<file path="src/rtl/i2cmaster_pkg.sv">
// Shared constants for the byte-level I2C master: FSM states, quarter-bit
// phase numbers and the R/nW bit position inside the address byte.
package i2cmaster_pkg;

    typedef enum logic [3:0] {
        ST_IDLE,
        ST_START,
        ST_RESTART,
        ST_ADDR,
        ST_ADDRACK,
        ST_WDATA,
        ST_RDATA,
        ST_DATAACK,
        ST_HOLD,
        ST_STOP
    } state_t;

    // Quarter-bit phases: SDA changes in LOW_SETUP, SCL is high in HIGH_A and
    // SAMPLE (SDA sampled on entry to SAMPLE), SCL falls again in LOW_HOLD.
    localparam logic [1:0] PH_LOW_SETUP = 2'd0;
    localparam logic [1:0] PH_HIGH_A    = 2'd1;
    localparam logic [1:0] PH_SAMPLE    = 2'd2;
    localparam logic [1:0] PH_LOW_HOLD  = 2'd3;

    localparam int RNW_BIT = 0;

    // The quarter-tick counter is stopped while the master is parked.
    function automatic logic is_parked(input state_t s);
        return (s == ST_IDLE) || (s == ST_HOLD);
    endfunction

endpackage

</file>
<file path="src/rtl/i2cmaster_i2ctick.sv">
// Quarter-SCL-period divider: strobes tick once every CLKDIV enabled,
// unfrozen cycles; pre_tick marks the cycle just before a tick.
module i2ctick #(
    parameter int CLKDIV = 250
) (
    input  logic clk,
    input  logic rst,
    input  logic en,
    input  logic freeze,
    output logic tick,
    output logic pre_tick
);

    localparam int CW = (CLKDIV > 1) ? $clog2(CLKDIV) : 1;

    logic [CW-1:0] count_reg;

    always_ff @(posedge clk or posedge rst) begin
        if (rst) begin
            count_reg <= '0;
        end else if (!en) begin
            count_reg <= '0;
        end else if (!freeze) begin
            count_reg <= (count_reg == CW'(CLKDIV - 1)) ? '0 : count_reg + 1'b1;
        end
    end

    assign tick     = en && !freeze && (count_reg == CW'(CLKDIV - 1));
    assign pre_tick = en && !freeze && (count_reg == CW'(CLKDIV - 2));

endmodule

</file>
<file path="src/rtl/i2cmaster.sv">
// Byte-level I2C master: one data byte per arbiter beat, with START/repeated
// START and address phase as needed. Define I2C_STRETCH_EN for clock stretching.
module i2cmaster
    import i2cmaster_pkg::*;
#(
    parameter int CLKDIV = 250
) (
    input  logic       clk,
    input  logic       rst,
    input  logic [7:0] addr,
    input  logic [7:0] wrdata,
    input  logic       req,
    input  logic       last,
    output logic [7:0] rddata,
    output logic       ack,
    output logic       err,
    output logic       scl_o,
    output logic       sda_o,
    input  logic       scl_i,
    input  logic       sda_i
);

    state_t     state_reg;
    logic [1:0] phase_reg;
    logic [2:0] bitcnt_reg;
    logic [7:0] shreg_reg;
    logic [7:0] curaddr_reg;
    logic       last_reg;
    logic       nack_reg;
    logic       scl_reg;
    logic       sda_reg;
    logic       ack_reg;
    logic       err_reg;
    logic [7:0] rddata_reg;

    logic tick;
    logic pre_tick;
    logic freeze;
    logic tick_en;
    logic rd_mode;

    assign tick_en = !is_parked(state_reg);
    assign rd_mode = curaddr_reg[RNW_BIT];

`ifdef I2C_STRETCH_EN
    // A slave holding SCL low while we release it stalls the high phase.
    assign freeze = scl_reg && !scl_i &&
                    ((phase_reg == PH_HIGH_A) || (phase_reg == PH_SAMPLE));
`else
    logic unused_scl;
    assign unused_scl = scl_i;
    assign freeze     = 1'b0;
`endif

    i2ctick #(
        .CLKDIV(CLKDIV)
    ) u_tick (
        .clk     (clk),
        .rst     (rst),
        .en      (tick_en),
        .freeze  (freeze),
        .tick    (tick),
        .pre_tick(pre_tick)
    );

    always_ff @(posedge clk or posedge rst) begin
        if (rst) begin
            state_reg   <= ST_IDLE;
            phase_reg   <= PH_LOW_SETUP;
            bitcnt_reg  <= 3'd0;
            shreg_reg   <= 8'h00;
            curaddr_reg <= 8'h00;
            last_reg    <= 1'b0;
            nack_reg    <= 1'b0;
            scl_reg     <= 1'b1;
            sda_reg     <= 1'b1;
            ack_reg     <= 1'b0;
            err_reg     <= 1'b0;
            rddata_reg  <= 8'h00;
        end else begin
            ack_reg <= 1'b0;
            err_reg <= 1'b0;

            // ack is raised one cycle ahead so it covers the last clk of the ack bit.
            if (pre_tick && phase_reg == PH_LOW_HOLD) begin
                if (state_reg == ST_ADDRACK && nack_reg) begin
                    ack_reg <= 1'b1;
                    err_reg <= 1'b1;
                end
                if (state_reg == ST_DATAACK) begin
                    ack_reg <= 1'b1;
                    err_reg <= nack_reg;
                    if (rd_mode) begin
                        rddata_reg <= shreg_reg;
                    end
                end
            end

            case (state_reg)
                ST_IDLE: begin
                    scl_reg <= 1'b1;
                    sda_reg <= 1'b1;
                    if (req) begin
                        state_reg   <= ST_START;
                        phase_reg   <= PH_LOW_SETUP;
                        curaddr_reg <= addr;
                        shreg_reg   <= addr;
                        last_reg    <= last;
                        sda_reg     <= 1'b0;
                    end
                end

                ST_HOLD: begin
                    if (req) begin
                        last_reg   <= last;
                        phase_reg  <= PH_LOW_SETUP;
                        bitcnt_reg <= 3'd7;
                        if (addr != curaddr_reg) begin
                            state_reg   <= ST_RESTART;
                            curaddr_reg <= addr;
                            shreg_reg   <= addr;
                            sda_reg     <= 1'b1;
                        end else if (addr[RNW_BIT]) begin
                            state_reg <= ST_RDATA;
                            sda_reg   <= 1'b1;
                        end else begin
                            state_reg <= ST_WDATA;
                            shreg_reg <= wrdata;
                            sda_reg   <= wrdata[7];
                        end
                    end
                end

                default: begin
                    if (tick) begin
                        phase_reg <= phase_reg + 2'd1;
                        case (state_reg)
                            ST_START: begin
                                if (phase_reg == PH_LOW_SETUP) begin
                                    scl_reg <= 1'b0;
                                end else begin
                                    state_reg  <= ST_ADDR;
                                    phase_reg  <= PH_LOW_SETUP;
                                    bitcnt_reg <= 3'd7;
                                    sda_reg    <= shreg_reg[7];
                                end
                            end

                            ST_RESTART: begin
                                if (phase_reg == PH_LOW_SETUP) begin
                                    scl_reg <= 1'b1;
                                end else if (phase_reg == PH_SAMPLE) begin
                                    state_reg <= ST_START;
                                    phase_reg <= PH_LOW_SETUP;
                                    sda_reg   <= 1'b0;
                                end
                            end

                            ST_STOP: begin
                                if (phase_reg == PH_LOW_SETUP) begin
                                    scl_reg <= 1'b1;
                                end else if (phase_reg == PH_HIGH_A) begin
                                    sda_reg <= 1'b1;
                                end else begin
                                    state_reg <= ST_IDLE;
                                    phase_reg <= PH_LOW_SETUP;
                                end
                            end

                            ST_ADDR, ST_WDATA, ST_RDATA: begin
                                case (phase_reg)
                                    PH_LOW_SETUP: scl_reg <= 1'b1;
                                    PH_HIGH_A: begin
                                        if (state_reg == ST_RDATA) begin
                                            shreg_reg <= {shreg_reg[6:0], sda_i};
                                        end
                                    end
                                    PH_SAMPLE: scl_reg <= 1'b0;
                                    default: begin
                                        if (bitcnt_reg != 3'd0) begin
                                            bitcnt_reg <= bitcnt_reg - 3'd1;
                                            if (state_reg == ST_RDATA) begin
                                                sda_reg <= 1'b1;
                                            end else begin
                                                shreg_reg <= {shreg_reg[6:0], 1'b0};
                                                sda_reg   <= shreg_reg[6];
                                            end
                                        end else begin
                                            state_reg <= (state_reg == ST_ADDR) ? ST_ADDRACK : ST_DATAACK;
                                            // When reading, the master answers ACK unless this is the last byte.
                                            sda_reg   <= (state_reg == ST_RDATA) ? last_reg : 1'b1;
                                        end
                                    end
                                endcase
                            end

                            ST_ADDRACK, ST_DATAACK: begin
                                case (phase_reg)
                                    PH_LOW_SETUP: scl_reg <= 1'b1;
                                    PH_HIGH_A: begin
                                        nack_reg <= (state_reg == ST_DATAACK && rd_mode) ? 1'b0 : sda_i;
                                    end
                                    PH_SAMPLE: scl_reg <= 1'b0;
                                    default: begin
                                        phase_reg <= PH_LOW_SETUP;
                                        if (state_reg == ST_ADDRACK) begin
                                            bitcnt_reg <= 3'd7;
                                            if (nack_reg) begin
                                                state_reg <= ST_STOP;
                                                sda_reg   <= 1'b0;
                                            end else if (rd_mode) begin
                                                state_reg <= ST_RDATA;
                                                sda_reg   <= 1'b1;
                                            end else begin
                                                state_reg <= ST_WDATA;
                                                shreg_reg <= wrdata;
                                                sda_reg   <= wrdata[7];
                                            end
                                        end else if (nack_reg || last_reg) begin
                                            state_reg <= ST_STOP;
                                            sda_reg   <= 1'b0;
                                        end else begin
                                            state_reg <= ST_HOLD;
                                        end
                                    end
                                endcase
                            end

                            default: begin
                                state_reg <= ST_IDLE;
                                phase_reg <= PH_LOW_SETUP;
                            end
                        endcase
                    end
                end
            endcase
        end
    end

    assign scl_o  = scl_reg;
    assign sda_o  = sda_reg;
    assign ack    = ack_reg;
    assign err    = err_reg;
    assign rddata = rddata_reg;

endmodule

</file>
<file path="config.mk">
export PLATFORM = sky130hd
export DESIGN_NAME = i2cmaster
export DESIGN_NICKNAME = d
export VERILOG_FILES = /design/src/rtl/i2cmaster_pkg.sv /design/src/rtl/i2cmaster_i2ctick.sv /design/src/rtl/i2cmaster.sv
export SDC_FILE = /design/constraint.sdc
export NUM_CORES = 1
export LEC_CHECK = 0
export ABC_AREA = 1
export CORE_ASPECT_RATIO = 1.1
export CORE_MARGIN = 1.5
export CORE_UTILIZATION = 50
export CTS_BUF_LIST = sky130_fd_sc_hd__clkbuf_2 sky130_fd_sc_hd__clkbuf_4 sky130_fd_sc_hd__clkbuf_8
export DETAILED_ROUTE_END_ITERATION = 7
export HOLD_SLACK_MARGIN = 0.05
export PLACE_DENSITY = 0.79
export SYNTH_ARGS = -nofsm -noshare
export SYNTH_HDL_FRONTEND = slang
export SYNTH_SLANG_ARGS = --single-unit
</file>
<file path="constraint.sdc">
create_clock -name clk -period 1.75 [get_ports clk]
set_input_delay 0.525 -clock clk [delete_from_list [all_inputs] [get_ports clk]]
set_output_delay 0.525 -clock clk [all_outputs]
set_load 0.02 [all_outputs]
</file>
==> flow_summary.yaml <==
clock_tree:
  htree_num_levels: 2
  cts.clk_slew.worst_paths_ns: 0.10
  cts-root-buf: "clkbuf_8"
  numCtsBuffers: 5
  clock-sinks: 47
  cts_tree: "built"
  clk_latency_ns: 0.31
  hold_buffers: 0
  cts.path.max_buffers: 2
floorplan:
  dieArea_um2: 6560
  die_y_um: 84.8
  initial_utilization: 0.524
  core_um2: 5810
  ios: 34
  die_width_um: 77.4
  num_rows: 29
worst_setup_path:
  crit_chain: "nor2_4, nand2_4, nor2_4, buf_6, nand4_1, inv_2, nor2_4, nand2_1, nand2_1"
  cp-end-kind: "register"
  criticalPathCategory: "reg -> reg"
  cp_max_fo: 8
  cp.required_ns: 1.94
  crit_path_max_incr_delay_ns: 0.50
  worst_path_most_repeated_cell: "nor2_4"
  cp_slowest_cell: "dfrtp_2"
  startpoint_type: "register"
  worstPathArrival_ns: 1.93
timing:
  min_period_over_period: 0.989
  fmax_mhz: 578
  min_period_ns: 1.73
  worst_slew_pin_slew_ns: 0.306
  slew_headroom: 0.796
  setup_viol: 0
  holdWs_ns: 0.462
  clock_skew_ns: 0.0139
  final_max_slew_viol_count: 0
  hold_viol_final: 0
  setup-tns-final_ns: 0
  rsz0062_at_grt: "true"
  layout_setup_ws_ns: 0.0190
final_layout:
  layout-drive-gt1-share: 0.244
  area_delta_synth_final_pct: 30.5
  postLayoutCoreUtil: 0.683
  mostFrequentLayoutCell: "nand2_1"
  layout_common_cells: "nand2_1 (138), inv_1 (41), dfrtp_1 (41)"
  stdcell_area_um2: 3970
  fin_nets: 527
  n_antenna_cell: 0
synthesis:
  syn-num-nets: 451
  syn_area_um2: 3040
  yosysSeqAreaShare: 0.388
  synth.distinct_cells: 35
  yosysTopAreaCell: "dfrtp_1"
  syn_inst: 418
  yosys-top-cells-area: "dfrtp_1 (37%), nand2_1 (18%), inv_1 (6.0%)"
  ys_warn_count: 0
  syn_area_per_cell_um2: 7.27
  yosysTopAreaCellShare: 0.370
  synth_seq_cells: 47
detailed_routing:
  vias: 2971
  viasPerCell: 5.19
  dr.pass1.iters: 4
  drtIter0Drc: 191
  routed_wirelength_um: 7970
  wl_per_cell_um: 13.9
  drcViolationCount: 0
  ant_nets: 0
grt:
  grt_pass1_vias: 2870
  grt_use_total: 0.244
  antenna_found_initial: 0
  grt_overflow: 0
  grt_max_degree: 21
  grt_pass1_wl_um: 12800
status:
  status: "complete, no violations"
power:
  p_leak_nw: 2.12
  power_density_nw_per_um2: 503
  max-vdd-ir-drop_mv: 0.524
placed_design:
  io_buffer_count: 32
  gp_congestion: 0.942
  post-place-ws_ns: -0.473
  hpwl_um: 5730
  placedInstanceArea_um2: 3660
flow_run:
  drv_cap: 0
min_path:
  min_path_type: "reg -> reg"
[through the flow]
stage	std cells	power (mW)
6_report	572	2.00
5_1_grt	572	2.07
4_1_cts	562	2.00
3_5_place_dp	551	1.29
3_3_place_gp	551	1.29
2_1_floorplan	418	1.18
[worst max-delay path: cells and delay by family (launching register included)]
kind / cells / cell delay (ns)
AND/OR/NAND/NOR: 7 / 0.86
buffers and inverters: 2 / 0.26
flip-flops: 1 / 0.50
[cell families (layout without fill, tap and decap cells)]
group | Yosys count | after routing | synth area share
AO/OA/AOI/OAI | 38 | 38 | 0.0663
multiplexers | 7 | 7 | 0.0346
buffers and inverters | 59 | 135 | 0.0782
flip-flops | 47 | 47 | 0.388
XOR/XNOR | 6 | 6 | 0.0173
adder cells (fa/ha/maj) | 11 | 11 | 0.0453
AND/OR/NAND/NOR | 250 | 251 | 0.371
[worst paths after layout]
path / start / to / slack (ns) / cells past startpoint
max in group asynchronous: rst / sda_o$_DFFE_PP1P_ / 0.77 / 3
min in group asynchronous: rst / rddata[0]$_DFFE_PP0P_ / 0.49 / 2
setup reg to reg: state_reg[1]$_DFFE_PP0P_ / shreg_reg[1]$_DFFE_PP0P_ / 0.02 / 9
setup / recovery: state_reg[1]$_DFFE_PP0P_ / shreg_reg[1]$_DFFE_PP0P_ / 0.02 / 9
hold / removal: scl_o$_DFFE_PP1P_ / scl_o$_DFFE_PP1P_ / 0.46 / 2
hold reg to reg: scl_o$_DFFE_PP1P_ / scl_o$_DFFE_PP1P_ / 0.46 / 2
[cell usage after synthesis]
library cell and n:
buf_2 2, nand3_1 30, nand3b_1 2, nor3_4 1, o21bai_1 1, nand2_4 2
nand3_2 4, a21oi_1 8, nor3_1 6, inv_4 1, nand4_1 5, nor2_4 2
xor2_1 2, buf_6 1, nor2_1 35, o21ai_1 10, xnor2_1 4, o21ai_0 14
nand2_2 9, a31oi_1 2, ha_1 11, or2_2 2, mux2_4 7, nor2_2 7
dfstp_2 2, o22ai_1 1, inv_1 49, and3_1 1, dfrtp_1 45, nand4_2 1
buf_4 1, a22oi_1 1, a211oi_1 1, inv_2 5, nand2_1 143
[routing by layer]
layer | track usage | up-vias | part of all wire
met2 | 0.409 | 93 | 0.49
met5 | 0 | - | 0
met4 | 0.0843 | 0 | 0.019
met1 | 0.320 | 1381 | 0.43
li1 | - | 1479 | -
met3 | 0.0380 | 18 | 0.052
[area by class of cell]
| cell class | count | area [um2] |
|---|---|---|
| fillers | 485 | 1840 |
| multi-input cells | 313 | 1750 |
| flip-flops and latches | 47 | 1180 |
| repair buffers | 72 | 628 |
| inverters | 55 | 211 |
| well taps | 77 | 96.3 |
| clock buffers | 7 | 90.1 |
| clock inverters | 1 | 8.76 |
[where the power goes]
group	internal (mW)	switching (mW)
combinational	0.0892	0.0824
clock	0.340	0.379
sequential	1.10	0.00868
total	1.53	0.470
[repair_timing]
action / 4_1_cts / 5_1_grt
buffers inserted: 3 / 9
pin swaps: 6 / 20
endpoints found under the setup margin: 30 / 29
cloned: 0 / 1
resized for setup: 30 / 35
No activity file was read; power rests on OpenSTA's default activity.
